`config.mk`:
```
export PLATFORM = sky130hd
export DESIGN_NAME = uart_tx
export DESIGN_NICKNAME = d
export VERILOG_FILES = /design/src/rtl/uart_pkg.sv /design/src/rtl/uart_tx.sv
export SDC_FILE = /design/constraint.sdc
export NUM_CORES = 1
export LEC_CHECK = 0
export BUFFER_PORTS_ARGS = -buffer_cell sky130_fd_sc_hd__buf_2
export CORE_MARGIN = 4
export CORE_UTILIZATION = 60
export DETAILED_ROUTE_END_ITERATION = 12
export PLACE_DENSITY_LB_ADDON = 0.05
export SLEW_MARGIN = 30
export SYNTH_ARGS = -nofsm -noshare
export SYNTH_HDL_FRONTEND = slang
export SYNTH_SLANG_ARGS = --single-unit
```
`constraint.sdc`:
```
create_clock -name mclkx16 -period 3.07 [get_ports mclkx16]
set_input_delay 0.307 -clock mclkx16 [delete_from_list [all_inputs] [get_ports mclkx16]]
set_output_delay 0.307 -clock mclkx16 [all_outputs]
set_load 0.02 [all_outputs]
```
`src/rtl/uart_pkg.sv`:
```
// Shared UART constants and the transmitter state encoding.
// The receiver picks these up as well, so framing stays defined in one place.
package uart_pkg;

  localparam int BIT_TICKS  = 16;
  localparam int DATA_BITS  = 8;
  localparam int FRAME_BITS = 11;

  typedef enum logic [2:0] {
    IDLE   = 3'd0,
    START  = 3'd1,
    DATA   = 3'd2,
    PARITY = 3'd3,
    STOP   = 3'd4
  } tx_state_t;

endpackage

```
`src/rtl/uart_tx.sv`:
```
// UART transmitter: holding register fed by a rising-edge write strobe, shift
// register serialising start / 8 data LSB-first / parity / stop at 16 clocks per bit.
module uart_tx
  import uart_pkg::*;
#(
  parameter int PARITYMODE = 1
) (
  input  logic       mclkx16,
  input  logic       reset,
  input  logic       write,
  input  logic [7:0] data,
  output logic       tx,
  output logic       txrdy,
  output logic       txempty,
  output logic [2:0] state
);

  localparam logic PAR_INIT = (PARITYMODE != 0);

  tx_state_t  st, nst;
  logic [3:0] cnt;
  logic [2:0] bitidx, nidx;
  logic [7:0] thr, tsr, ntsr;
  logic       thr_full;
  logic       par, npar;
  logic       write2;
  logic       load;
  logic       last;
  logic       tx_d;
  logic       wedge;

  assign wedge   = write & ~write2;
  assign last    = (cnt == 4'(BIT_TICKS - 1));
  assign txrdy   = ~thr_full;
  assign txempty = (st == IDLE) && !thr_full;
  assign state   = st;

  always_comb begin
    nst  = st;
    ntsr = tsr;
    npar = par;
    nidx = bitidx;
    load = 1'b0;
    case (st)
      IDLE:   if (thr_full) begin load = 1'b1; nst = START; end
      START:  if (last) begin nst = DATA; nidx = 3'd0; end
      DATA:   if (last) begin
                ntsr = tsr >> 1;
                npar = par ^ tsr[0];
                nidx = bitidx + 3'd1;
                if (bitidx == 3'(DATA_BITS - 1)) nst = PARITY;
              end
      PARITY: if (last) nst = STOP;
      STOP:   if (last) begin
                // A byte already waiting starts immediately: no idle gap.
                if (thr_full) begin load = 1'b1; nst = START; end
                else nst = IDLE;
              end
      default: nst = IDLE;
    endcase
    if (load) begin
      ntsr = thr;
      npar = PAR_INIT;
      nidx = 3'd0;
    end
    // tx is driven from the next state so the line is a clean register output.
    case (nst)
      START:   tx_d = 1'b0;
      DATA:    tx_d = ntsr[0];
      PARITY:  tx_d = npar;
      default: tx_d = 1'b1;
    endcase
  end

  always_ff @(posedge mclkx16 or negedge reset) begin
    if (!reset) begin
      st       <= IDLE;
      cnt      <= 4'd0;
      bitidx   <= 3'd0;
      tsr      <= 8'd0;
      par      <= 1'b0;
      thr      <= 8'd0;
      thr_full <= 1'b0;
      write2   <= 1'b0;
      tx       <= 1'b1;
    end else begin
      st     <= nst;
      tsr    <= ntsr;
      par    <= npar;
      bitidx <= nidx;
      tx     <= tx_d;
      write2 <= write;
      cnt    <= (st == IDLE) ? 4'd0 : cnt + 4'd1;
      if (load) begin
        thr_full <= 1'b0;
      end else if (wedge && !thr_full) begin
        thr      <= data;
        thr_full <= 1'b1;
      end
    end
  end

endmodule

```
# Word level (Yosys, flattened, before mapping)
# Cells that the tools add are included.
# word_totals
ff_bits	30
input_bits	11
output_inout_bits	6
elab_cells	64
# op_classes
addsub	2
eq_ne	11
muxes	25
bitwise	5
n_reduce_logical	11
# ops
op	n
$mux 3	9
$mux 8	3
$pmux 3 s5	1
$eq 3x2->1 const B	4
$mux 1	8
$eq 3x1->1 const B	2
$eq 3x3->1 const B	2
$ne 3x3->1 const B	2
$pmux 3 s2	1
$reduce_bool 2->1	3
$add 4x1->4 const B	1
$eq 4x4->1 const B	1
$mux 4	1
$reduce_and 2->1	2
$add 3x1->3 const B	1
$logic_not 3->1	1
$not 1->1	3
$pmux 1 s3	1
$reduce_and 3->1	1
$reduce_bool 3->1	1
$logic_and 1x1->1	2
$pmux 1 s2	1
$and 1x1->1	1
$logic_not 1->1	1
$xor 1x1->1	1

# Longest topological paths before layout
# depth
word_depth	6
mapped_depth	7

# Worst setup path after synthesis
# Ideal clock, no wire load.
# synth_timing
path_type	register to output
start	register st[0], in the netlist state[0]
end	output port txempty
arrival_time_ps	1381
required_ps	2763
path_slack_ps	1382
path_stages_with_launch	3
path_buffers	1
path_cell_list	dfrtp_1 > buf_4 > nor4_1
# synth_between
elab_chain_len	2
# synth_lines
element	line	source
start, declared	uart_tx.sv:20	tx_state_t st, nst;
start signal, assigned	uart_tx.sv:87	st <= nst;
$logic_not 3->1	uart_tx.sv:35	assign txempty = (st == IDLE) && !thr_full;
$logic_and 1x1->1	uart_tx.sv:35	
end, declared	uart_tx.sv:14	output logic txempty,
# No other way between the ends.

# Worst setup path in the final report
# layout_timing
start	register cnt[0]
end	register tx
# layout_between
elab_chain_len	5
elab_cells_between_ends	18
# layout_lines
element	line	source
start, declared	uart_tx.sv:21	logic [3:0] cnt;
start signal, assigned	uart_tx.sv:93	cnt <= (st == IDLE) ? 4'd0 : cnt + 4'd1;
$eq 4x4->1 *	uart_tx.sv:33	assign last = (cnt == 4'(BIT_TICKS - 1));
$mux 1 (on tied branches)	uart_tx.sv:54, uart_tx.sv:47	
$pmux 1 s2 / $mux 1 (equally long branches)	uart_tx.sv:44	case (st)
$mux 1 *	uart_tx.sv:61	if (load) begin
net npar	uart_tx.sv:25	logic par, npar;
$pmux 1 s3 *	uart_tx.sv:67	case (nst)
net tx_d	uart_tx.sv:29	logic tx_d;
end signal, assigned	uart_tx.sv:91	tx <= tx_d;
end, declared	uart_tx.sv:12	output logic tx,
# The timed path passes the listed nets; every way through them passes the cells marked *. The select of a mux whose other input is x is not followed.
# A chain may end at the register's enable or synchronous reset.

==> impl_metrics.sql <==
INSERT INTO impl_metrics (metric_group, metric, value, unit) VALUES
('run_status', 'run_status', 'finished, violations left', ''),
('run_status', 'violations', 'negative hold slack', ''),
('sta', 'final.period_utilization', '59.3', '%'),
('finish', 'antenna_cells', '0', ''),
('global_routing', 'groute.usage.overall', '18.5', '%'),
('synthesis', 'number_of_flops_mapped_to_enable_cells_by_yosys', '0', ''),
('clock_tree', 'cts_tree', 'yes', ''),
('synthesis', 'synthesis.area', '1410', 'um^2'),
('floorplan', 'chipWidth', '56.4', 'um'),
('worst_hold_path', 'hp-class', 'input port to async pin', ''),
('finish', 'finalNonFillerCells', '165', ''),
('synthesis', 'synth.ff_latch_count', '30', ''),
('setup_path', 'cp_max_fo', '13', ''),
('detailed_routing', 'drt_drc_violations_left', '0', ''),
('detailed_routing', 'route.detailed.wl_per_inst', '15.1', 'um'),
('place', 'portBuffers', '16', ''),
('sta', 'max_clock_freq', '0.550', 'GHz'),
('finish', 'layout_common_cells', 'sky130_fd_sc_hd__dfrtp_1, sky130_fd_sc_hd__buf_2, sky130_fd_sc_hd__inv_1, sky130_fd_sc_hd__nor2_1', ''),
('clock_tree', 'htreeDepth', '2', ''),
('synthesis', 'dominantRegCellSynth', 'sky130_fd_sc_hd__dfrtp_1', ''),
('floorplan', 'die_height', '56.4', 'um'),
('clock_tree', 'post-cts-setup-buffers', '0', ''),
('clock_tree', 'clk_path_buf_depth', '2', ''),
('setup_path', 'timing.critical_path.arrival', '2.08', 'ns'),
('place', 'gpl.final_weighted_congestion', '0.761', ''),
('clock_tree', 'clkSlewWorstSetupHoldPaths', '0.09', 'ns'),
('floorplan', 'placement_rows', '17', ''),
('sta', 'finalMaxSlewViolations', '0', ''),
('synthesis', 'yosysTopAreaCellShare', '51.6', '%'),
('global_routing', 'antenna_found_initial', '0', ''),
('floorplan', 'fp.dieArea', '3180', 'um^2'),
('sta', 'final-setup-viol-count', '0', ''),
('finish', 'post_route_cells_drive_above_1_share', '29.2', '%'),
('global_routing', 'maximum_number_of_pins_on_one_net_before_global_route_repair', '31', ''),
('clock_tree', 'clock_root_cell', 'sky130_fd_sc_hd__clkbuf_4', ''),
('sta', 'timing.final.crit_period', '1.82', 'ns'),
('sta', 'finalHoldWorstSlack', '-0.00639', 'ns'),
('finish', 'fillCellCount', '173', ''),
('setup_path', 'criticalPathCategory', 'flop to flop', ''),
('clock_tree', 'clock_insertion_delay_worst_skew', '0.33', 'ns'),
('setup_path', 'cp-start-kind', 'flop', ''),
('power', 'ir_drop', '634', 'uV'),
('floorplan', 'initial_cell_density_of_the_core', '63.6', '%'),
('finish', 'most_frequent_standard_cell_in_the_layout_excluding_fill_and_tap_cells', 'sky130_fd_sc_hd__dfrtp_1', ''),
('detailed_routing', 'drt_first_iter_violations', '30', ''),
('clock_tree', 'cts.repair.resized', '0', ''),
('detailed_routing', 'ant_nets', '0', ''),
('power', 'share_comb_of_total_power', '33.4', '%'),
('detailed_routing', 'wl', '2490', 'um'),
('sta', 'setup_tns', '0', 'ns'),
('detailed_routing', 'via_per_inst', '5.70', ''),
('detailed_routing', 'vias', '941', ''),
('clock_tree', 'holdBufCountCts', '0', ''),
('global_routing', 'global_route_wire_length_before_repair', '4510', 'um'),
('sta', 'final_hold_viol_count', '13', ''),
('setup_path', 'cp_data_required_time', '3.33', 'ns'),
('setup_path', 'setup.worst_path.end_class', 'flop', ''),
('detailed_routing', 'dr.pass1.iters', '4', ''),
('power', 'power_switching_share', '38.0', '%'),
('sta', 'final.setup_skew', '0.00476', 'ns'),
('power', 'fraction_of_power_consumed_by_the_clock_network', '15.4', '%'),
('synthesis', 'post_synth_num_cell_types', '43', ''),
('synthesis', 'synth.largest_area_cell', 'sky130_fd_sc_hd__dfrtp_1', ''),
('clock_tree', 'tritoncts.num_buffers', '5', ''),
('finish', 'layout.nets', '151', ''),
('sta', 'timing.slew.headroom', '51.3', '%'),
('power', 'power_per_cell_area', '912', 'nW/um^2'),
('synthesis', 'ys_seq_area_share', '53.4', '%'),
('power', 'cellLeakagePower', '0.706', 'nW'),
('synthesis', 'share_of_synthesized_flip_flops_with_an_asynchronous_set_or_reset', '100', '%'),
('place', 'place_hpwl', '1810', 'um');
critical path: stages (launching register included):
cell and delay [ns]:
sky130_fd_sc_hd__dfrtp_1 0.38, sky130_fd_sc_hd__ha_1 0.25, sky130_fd_sc_hd__nand3_4 0.13, sky130_fd_sc_hd__a211o_1 0.47, sky130_fd_sc_hd__a32oi_2 0.27, sky130_fd_sc_hd__nand2_1 0.08
sky130_fd_sc_hd__a31oi_1 0.17
kinds of logic after synthesis:
group	Yosys count	synth area share, %
AO/OA/AOI/OAI	27	14.6
buffers and inverters	14	5.78
flip-flops	30	53.4
adder cells (fa/ha/maj)	3	2.67
XOR/XNOR	3	1.87
AND/OR/NAND/NOR	34	14.7
multiplexers	9	7.02
cell type report:
class / instances / area, um^2 / area share, %
flip-flops and latches: 30 / 752 / 49.6
multi-input cells: 76 / 574 / 37.9
repair buffers: 16 / 80.1 / 5.28
clock buffers: 7 / 45.0 / 2.97
well taps: 28 / 35.0 / 2.31
inverters: 8 / 30.0 / 1.98
per-layer routing:
layer / global-route usage (%) / up-vias / part of all wire, %
met5: 0 / - / 0
met4: 6.10 / 0 / 1.5
met3: 6.90 / 4 / 4.5
met2: 30.9 / 20 / 52
met1: 21.8 / 458 / 42
li1: - / 459 / -
power by group through the flow:
stage | Sequential, mW | Clock (mW) | Combinational [mW]
after floorplan | 0.682 | 0 | 0.402
after global placement | 0.708 | 0 | 0.447
after detailed placement | 0.716 | 0 | 0.467
after CTS | 0.707 | 0.217 | 0.468
after global routing | 0.736 | 0.239 | 0.525
final | 0.708 | 0.213 | 0.462
Yosys cell counts, types with 3 or more instances:
| cell | number |
|---|---|
| sky130_fd_sc_hd__o22ai_1 | 6 |
| sky130_fd_sc_hd__nand2_1 | 7 |
| sky130_fd_sc_hd__mux2_2 | 7 |
| sky130_fd_sc_hd__dfrtp_1 | 29 |
| sky130_fd_sc_hd__buf_6 | 3 |
| sky130_fd_sc_hd__ha_1 | 3 |
| sky130_fd_sc_hd__inv_1 | 8 |
| sky130_fd_sc_hd__a21oi_2 | 5 |
| sky130_fd_sc_hd__nor2_1 | 8 |
path summary, 6_finish.rpt:
path / from / endpoint / slack, ns / cells past startpoint
setup / recovery: cnt[0]$_DFF_PN0_ / tx$_DFF_PN1_ / 1.25 / 6
max in group asynchronous: reset / thr[5]$_DFFE_PN0P_ / 2.65 / 1
hold reg to reg: cnt[0]$_DFF_PN0_ / cnt[0]$_DFF_PN0_ / 0.47 / 1
min in group mclkx16: write / write2$_DFF_PN0_ / 0.10 / 1
hold / removal: reset / cnt[3]$_DFF_PN0_ / -0.006 / 1
setup reg to reg: cnt[0]$_DFF_PN0_ / tx$_DFF_PN1_ / 1.25 / 6
sequential cells by signal (all words and copies together) (netlist names):
register and count:
write2 1, thr_full 1, tx 1, thr 8, bitidx 3, state 3
par 1, tsr 8, cnt 4
metrics by stage:
step / instance area [um^2] / worst slack, ns / hold WS [ns] / utilization, % / total power [mW]
floorplan: 1410 / 1.38 / 0.0114 / - / 1.08
global placement: 1470 / 1.34 / 0.361 / 66.5 / 1.16
detailed placement: 1470 / 1.26 / 0.362 / 66.5 / 1.18
CTS: 1520 / 1.25 / 0.00469 / 68.6 / 1.39
global route: 1520 / 1.09 / 0.0346 / 68.6 / 1.50
finish: 1520 / 1.25 / -0.00639 / 68.6 / 1.38
No activity file was read; power rests on OpenSTA's default activity.
